## src/rtl/cfi_pkg.sv

```systemverilog
// Shared types for the CFI response path: violation codes, log entry
// layout and the responder FSM state encoding.
package cfi_pkg;

    typedef logic [3:0] cfi_code_t;

    localparam cfi_code_t CFI_NONE         = 4'h0;
    localparam cfi_code_t CFI_JALR_NO_ADD  = 4'h1;
    localparam cfi_code_t CFI_RET_MISMATCH = 4'h2;

    // Log entries carry the widest supported PC; narrower cores zero-extend.
    localparam int unsigned CFI_PC_W = 64;

    typedef struct packed {
        logic [CFI_PC_W-1:0] pc;
        cfi_code_t           code;
    } cfi_log_entry_t;

    typedef enum logic [1:0] {
        ST_IDLE    = 2'd0,
        ST_REQ     = 2'd1,
        ST_HOLDOFF = 2'd2,
        ST_LOCKED  = 2'd3
    } cfi_resp_state_e;

endpackage

```

## src/rtl/cfi_log_fifo.sv

```systemverilog
// Small synchronous FIFO of CFI log entries. Pointers carry one extra wrap
// bit so full/empty fall out of a compare. When full, a same-cycle pop frees
// the slot so the push is still accepted.
module cfi_log_fifo
    import cfi_pkg::*;
#(
    parameter int unsigned DEPTH = 4
) (
    input  logic           clk_i,
    input  logic           rst_ni,
    input  logic           flush_i,
    input  logic           push_i,
    input  cfi_log_entry_t entry_i,
    input  logic           pop_i,
    output cfi_log_entry_t head_o,
    output logic           full_o,
    output logic           empty_o
);
    localparam int unsigned AW = $clog2(DEPTH);

    logic [AW:0]    r_wptr;
    logic [AW:0]    r_rptr;
    cfi_log_entry_t r_mem [DEPTH];
    logic           w_push_ok;
    logic           w_pop_ok;

    assign empty_o   = (r_wptr == r_rptr);
    assign full_o    = (r_wptr[AW] != r_rptr[AW]) && (r_wptr[AW-1:0] == r_rptr[AW-1:0]);
    assign w_pop_ok  = pop_i && !empty_o;
    assign w_push_ok = push_i && (!full_o || w_pop_ok);
    assign head_o    = r_mem[r_rptr[AW-1:0]];

    // Pointer update; flush discards every entry at once.
    always_ff @(posedge clk_i or negedge rst_ni) begin
        if (!rst_ni) begin
            r_wptr <= '0;
            r_rptr <= '0;
        end else if (flush_i) begin
            r_wptr <= '0;
            r_rptr <= '0;
        end else begin
            if (w_push_ok) r_wptr <= r_wptr + {{AW{1'b0}}, 1'b1};
            if (w_pop_ok)  r_rptr <= r_rptr + {{AW{1'b0}}, 1'b1};
        end
    end

    // Entry storage; contents are only meaningful between the pointers.
    always_ff @(posedge clk_i) begin
        if (w_push_ok) r_mem[r_wptr[AW-1:0]] <= entry_i;
    end

endmodule

```

## src/rtl/cfi_alert_responder.sv

```systemverilog
// CFI alert responder: logs checker violations, presents the oldest one to
// the core controller as an exception request (req/ack), counts events and
// escalates to a sticky halt at a threshold.
// Optional macro CFI_RESP_TIMEOUT_EN adds an ack timeout in REQ that pops
// the head and locks the responder.
module cfi_alert_responder
    import cfi_pkg::*;
#(
    parameter int unsigned VLEN           = 64,
    parameter int unsigned LOG_DEPTH      = 4,
    parameter int unsigned CNT_W          = 8,
    parameter int unsigned ESC_THRESHOLD  = 4,
    parameter int unsigned HOLDOFF_CYCLES = 8
`ifdef CFI_RESP_TIMEOUT_EN
    ,
    parameter int unsigned TIMEOUT_CYCLES = 256
`endif
) (
    input  logic             clk_i,
    input  logic             rst_ni,
    input  logic             det_valid_i,
    input  logic [VLEN-1:0]  det_pc_i,
    input  logic [3:0]       det_code_i,
    output logic             exc_req_o,
    output logic [VLEN-1:0]  exc_tval_o,
    output logic [3:0]       exc_code_o,
    input  logic             exc_ack_i,
    input  logic             clear_i,
    output logic             halt_o,
    output logic [CNT_W-1:0] event_cnt_o,
    output logic [CNT_W-1:0] drop_cnt_o,
    output logic             overflow_o
);
    localparam int unsigned HW = (HOLDOFF_CYCLES > 1) ? $clog2(HOLDOFF_CYCLES) : 1;

    cfi_resp_state_e r_state;
    cfi_resp_state_e w_state_nxt;
    logic [HW-1:0]   r_hold;
    logic [CNT_W-1:0] r_event_cnt;
    logic [CNT_W-1:0] r_drop_cnt;
    logic            r_overflow;

    cfi_log_entry_t  w_push_entry;
    cfi_log_entry_t  w_head;
    logic            w_full;
    logic            w_empty;
    logic            w_clear;
    logic            w_esc;
    logic            w_pop;
    logic            w_push;
    logic            w_drop;
    logic            w_tmo_expire;

    function automatic logic [CNT_W-1:0] sat_inc(input logic [CNT_W-1:0] v);
        return (&v) ? v : v + CNT_W'(1);
    endfunction

    // A pending request cannot be cleared away; software retries later.
    assign w_clear = clear_i && (r_state != ST_REQ);
    assign w_esc   = (r_event_cnt >= CNT_W'(ESC_THRESHOLD));
    assign w_pop   = (r_state == ST_REQ) && (exc_ack_i || w_tmo_expire);
    assign w_push  = det_valid_i && !w_clear;
    assign w_drop  = w_push && w_full && !w_pop;

    assign w_push_entry.pc   = CFI_PC_W'(det_pc_i);
    assign w_push_entry.code = det_code_i;

    cfi_log_fifo #(
        .DEPTH (LOG_DEPTH)
    ) u_log (
        .clk_i   (clk_i),
        .rst_ni  (rst_ni),
        .flush_i (w_clear),
        .push_i  (w_push),
        .entry_i (w_push_entry),
        .pop_i   (w_pop),
        .head_o  (w_head),
        .full_o  (w_full),
        .empty_o (w_empty)
    );

`ifdef CFI_RESP_TIMEOUT_EN
    localparam int unsigned TW = (TIMEOUT_CYCLES > 1) ? $clog2(TIMEOUT_CYCLES) : 1;
    logic [TW-1:0] r_tmo;

    assign w_tmo_expire = (r_state == ST_REQ) && !exc_ack_i && (r_tmo == TW'(TIMEOUT_CYCLES - 1));

    // Count consecutive un-acked REQ cycles; restart on any exit from REQ.
    always_ff @(posedge clk_i or negedge rst_ni) begin
        if (!rst_ni)                                               r_tmo <= '0;
        else if ((r_state == ST_REQ) && !exc_ack_i && !w_tmo_expire) r_tmo <= r_tmo + TW'(1);
        else                                                       r_tmo <= '0;
    end
`else
    assign w_tmo_expire = 1'b0;
`endif

    // State register.
    always_ff @(posedge clk_i or negedge rst_ni) begin
        if (!rst_ni) r_state <= ST_IDLE;
        else         r_state <= w_state_nxt;
    end

    // Next-state logic; escalation noticed in REQ waits for the handshake.
    always_comb begin
        w_state_nxt = r_state;
        unique case (r_state)
            ST_IDLE: begin
                if (clear_i)       w_state_nxt = ST_IDLE;
                else if (w_esc)    w_state_nxt = ST_LOCKED;
                else if (!w_empty) w_state_nxt = ST_REQ;
            end
            ST_REQ: begin
                if (exc_ack_i)         w_state_nxt = ST_HOLDOFF;
                else if (w_tmo_expire) w_state_nxt = ST_LOCKED;
            end
            ST_HOLDOFF: begin
                if (clear_i)          w_state_nxt = ST_IDLE;
                else if (w_esc)       w_state_nxt = ST_LOCKED;
                else if (r_hold == '0) w_state_nxt = ST_IDLE;
            end
            ST_LOCKED: begin
                if (clear_i) w_state_nxt = ST_IDLE;
            end
            default: w_state_nxt = ST_IDLE;
        endcase
    end

    // Outputs decoded from state; head fields are zeroed outside REQ.
    always_comb begin
        exc_req_o  = (r_state == ST_REQ);
        halt_o     = (r_state == ST_LOCKED);
        exc_tval_o = '0;
        exc_code_o = CFI_NONE;
        if (r_state == ST_REQ) begin
            exc_tval_o = w_head.pc[VLEN-1:0];
            exc_code_o = w_head.code;
        end
    end

    // Holdoff counter: loaded on ack, runs down while in HOLDOFF.
    always_ff @(posedge clk_i or negedge rst_ni) begin
        if (!rst_ni)                                     r_hold <= '0;
        else if ((r_state == ST_REQ) && exc_ack_i)       r_hold <= HW'(HOLDOFF_CYCLES - 1);
        else if ((r_state == ST_HOLDOFF) && (r_hold != '0)) r_hold <= r_hold - HW'(1);
    end

    // Event/drop counters and sticky overflow, all wiped by an honoured clear.
    always_ff @(posedge clk_i or negedge rst_ni) begin
        if (!rst_ni) begin
            r_event_cnt <= '0;
            r_drop_cnt  <= '0;
            r_overflow  <= 1'b0;
        end else if (w_clear) begin
            r_event_cnt <= '0;
            r_drop_cnt  <= '0;
            r_overflow  <= 1'b0;
        end else begin
            if (det_valid_i) r_event_cnt <= sat_inc(r_event_cnt);
            if (w_drop) begin
                r_drop_cnt <= sat_inc(r_drop_cnt);
                r_overflow <= 1'b1;
            end
        end
    end

    assign event_cnt_o = r_event_cnt;
    assign drop_cnt_o  = r_drop_cnt;
    assign overflow_o  = r_overflow;

endmodule

```

## config.mk

```make
export PLATFORM = sky130hd
export DESIGN_NAME = cfi_alert_responder
export DESIGN_NICKNAME = d
export VERILOG_FILES = /design/src/rtl/cfi_pkg.sv /design/src/rtl/cfi_log_fifo.sv /design/src/rtl/cfi_alert_responder.sv
export SDC_FILE = /design/constraint.sdc
export NUM_CORES = 1
export LEC_CHECK = 0
export ABC_CLOCK_PERIOD_IN_PS = 8400
export BUFFER_PORTS_ARGS = -buffer_cell sky130_fd_sc_hd__buf_2
export CELL_PAD_IN_SITES_DETAIL_PLACEMENT = 1
export CELL_PAD_IN_SITES_GLOBAL_PLACEMENT = 1
export CORE_MARGIN = 2
export CORE_UTILIZATION = 53
export DETAILED_ROUTE_END_ITERATION = 10
export GPL_TIMING_DRIVEN = 0
export MAX_ROUTING_LAYER = met4
export PLACE_DENSITY_LB_ADDON = 0.1
export SLEW_MARGIN = 20
export SYNTH_ARGS = -nofsm -noshare
export SYNTH_HDL_FRONTEND = slang
export SYNTH_SLANG_ARGS = --single-unit
```

## constraint.sdc

```tcl
create_clock -name clk_i -period 8.4 [get_ports clk_i]
set_input_delay 1.68 -clock clk_i [delete_from_list [all_inputs] [get_ports clk_i]]
set_output_delay 1.68 -clock clk_i [all_outputs]
set_load 0.1 [all_outputs]
```

==> flow_summary.toml <==
[clocking]
cts.sinks = 300
post-cts-setup-buffers = 0
cts_resized = 0
cts_made_buffers = 31
cts-hold-fix-buffers = 0
cts_root_buffer = "clkbuf_16"
clk_pin_slew_ns = 0.06
cts_tree = "built"
htree_num_levels = 1
clk_latency_ns = 0.57
max-clock-path-buffers = 3

[timing]
clock_skew_ns = 0.0129
relSlewSlack = 0.303
min_period_ns = 5.17
fin_tns_setup_ns = 0
rsz0062_at_grt = "no"
min_period_over_period = 0.616
tightest_slew_ns = 1.02
slew_viol_final = 0
clock.fmax_mhz = 193
hold_violations = 0
hold_ws_ns = 0.497
setup-violations-final = 0

[setup_path]
r2r-start = "u_log.r_rptr[1]"
path_max_fanout = 10
rr_worst_depth = 6
arrival_ns = 3.49
crit_family = "buffers and inverters"
r2r_end = "u_log.r_mem[1][12]"
slowest_stage = "clkbuf_1"
crit_cells = 6
crit_path_max_incr_delay_ns = 0.57
crit_path_frequent_cell = "clkbuf_1"
cp-endpoint = "exc_tval_o[59]"
cp-end-kind = "primary output"
cp-start-kind = "register"
path_buf_inv = 4
crit_type = "register to primary output"
r2r_slack_ns = 5.31
cp_data_required_time_ns = 6.72
crit_chain = "clkbuf_1 > clkbuf_1 > clkbuf_1 > mux4_2 > and2_1 > buf_2"
startpoint = "u_log.r_rptr[1]"

[finish]
regArea_um2 = 8870
drive_gt1_frac = 0.349
area_growth_pct = 19.2
finalNetCount = 890
multiInputGateArea_um2 = 2880
fill_cells = 1939

[synthesis]
yosys_warnings = 0
synth-seq-cells = 300
syn_avg_cell_area_um2 = 19.4
synth_ff_type = "edfxtp_1"
seq_area_frac_synth = 0.746
syn_area_um2 = 11900
synth_xor_area_frac = 0.00368
async_flop_share = 0.0933
yosysTopAreaCellShare = 0.687
synth_edf_count = 272
synth_area_leaders = "edfxtp_1 69%, mux4_2 13%, dfrtp_1 5.9%"
synth-compound-area-share = 0.0266
synth_top_area_cell = "edfxtp_1"
synthAdderAreaFrac = 0.0105
synth_cell_types = 43
synth_top_family_by_area = "multiplexers"
syn_inst = 612
synth_mux_area_frac = 0.131
synthTopCellsByCount = "272 x edfxtp_1, 73 x and2_1, 68 x mux4_2"
yosys.area_share.simple = 0.0682
synth_nets = 695
yosys.cell_count.top_type = "edfxtp_1"

[floorplanning]
coreArea_um2 = 21900
io_pins = 160
rows = 54
die_x_um = 154
die_h_um = 154
die-area_um2 = 23600
initial_core_util = 0.543

[drt]
wirelength_um = 26000
ant_nets = 0
drc_errors = 0
wl_per_cell_um = 23.4
num_vias = 6437
routed_via_density = 5.78
drtPass1Iterations = 5
drt_iter0_drc = 351

[global_route]
grt_max_degree = 39
track_usage = 0.230
antenna_found_initial = 3
grt_pass1_wl_um = 40500
grt_pass1_vias = 7182
grt_overflow = 0

[power_and_ir_drop]
vdd_drop_max_mv = 0.245
fin_total_pwr_uw = 4800
powerDensity_nw_per_um2 = 339
power.leakage_uw = 0.00509

[min_path]
hp-class = "register to register"
min_from = "overflow_o"

[placed_design]
place_congestion = 0.769
hpwl_um = 16500
port-buffer-count = 158

[run]
drv_cap = 0

[status]
status = "finished, final reports clean"
[per-stage QoR]
stage / setup slack (ns) / util / cells / cell area, um^2
finish: 3.23 / 0.647 / 1114 / 14200
global route: 3.01 / 0.647 / 1114 / 14200
CTS: 3.20 / 0.647 / 1111 / 14200
detailed placement: 3.87 / 0.600 / 1054 / 13100
global placement: 2.37 / 0.595 / 1050 / 13000
floorplan: 3.89 / - / 612 / 11900
[layout make-up]
class | instances | share of cell area
Buffer | 29 | 0.00830
Clock inverter | 24 | 0.0166
Sequential cell | 300 | 0.626
Timing Repair Buffer | 162 | 0.0625
Tap cell | 280 | 0.0247
Antenna cell | 3 | 0.000530
Multi-Input combinational cell | 273 | 0.203
Inverter | 10 | 0.00283
Clock buffer | 33 | 0.0553
[flip-flops by register name (all words and copies together), names as in the netlist]
| register | cells |
|---|---|
| drop_cnt_o | 8 |
| u_log.r_mem | 272 |
| r_hold | 3 |
| overflow_o | 1 |
| r_state | 2 |
| u_log.r_rptr | 3 |
| event_cnt_o | 8 |
| u_log.r_wptr | 3 |
[power breakdown]
| part | total, uW | internal (uW) | switching [uW] |
|---|---|---|---|
| clock network | 1370 | 798 | 569 |
| registers | 1910 | 1840 | 69.2 |
| logic | 1520 | 349 | 1170 |
| total | 4800 | 2990 | 1810 |
[cell families (layout without fill, tap and decap cells)]
| logic type | after synthesis | count (layout) |
|---|---|---|
| AND/OR/NAND/NOR | 138 | 138 |
| AO/OA/AOI/OAI | 49 | 49 |
| adder cells (fa/ha/maj) | 10 | 10 |
| buffers and inverters | 39 | 258 |
| multiplexers | 71 | 71 |
| XOR/XNOR | 5 | 5 |
| other | 0 | 3 |
| flip-flops | 300 | 300 |
[placed cells by master (no fill, tap or decap), drive strengths merged, types with 2 or more instances in the layout]
cell    instances
a21oi          10
and2           73
and3            8
buf           169
bufinv          4
clkbuf         55
clkinv         17
dfrtp          28
diode           3
edfxtp        272
ha             10
inv            12
mux2i           3
mux4           68
nand2          14
nand3          12
nand4           4
nor2            6
nor2b           3
nor3            3
o211ai          2
o21a            3
o21ai          16
o21bai          2
o311ai          2
o31ai           5
or3             5
or4             5
xnor2           3
xor2            2
[worst min path at each step]
stage	endpoint	slack (ns)	cells after the start
2_1_floorplan	u_log.r_wptr[2]	0.47	1
3_3_place_gp	overflow_o	0.48	1
3_5_place_dp	overflow_o	0.49	1
4_1_cts	overflow_o	0.50	1
5_1_grt	overflow_o	0.53	1
6_report	overflow_o	0.50	1
[routing by layer]
metal	vias to the layer above	wire [um]	track usage
met1	3362	10600	0.288
met5	-	0	-
met2	182	13500	0.387
met3	44	1350	0.0411
li1	2849	-	-
met4	0	628	0.0708
(Power assumes the default switching activity.)
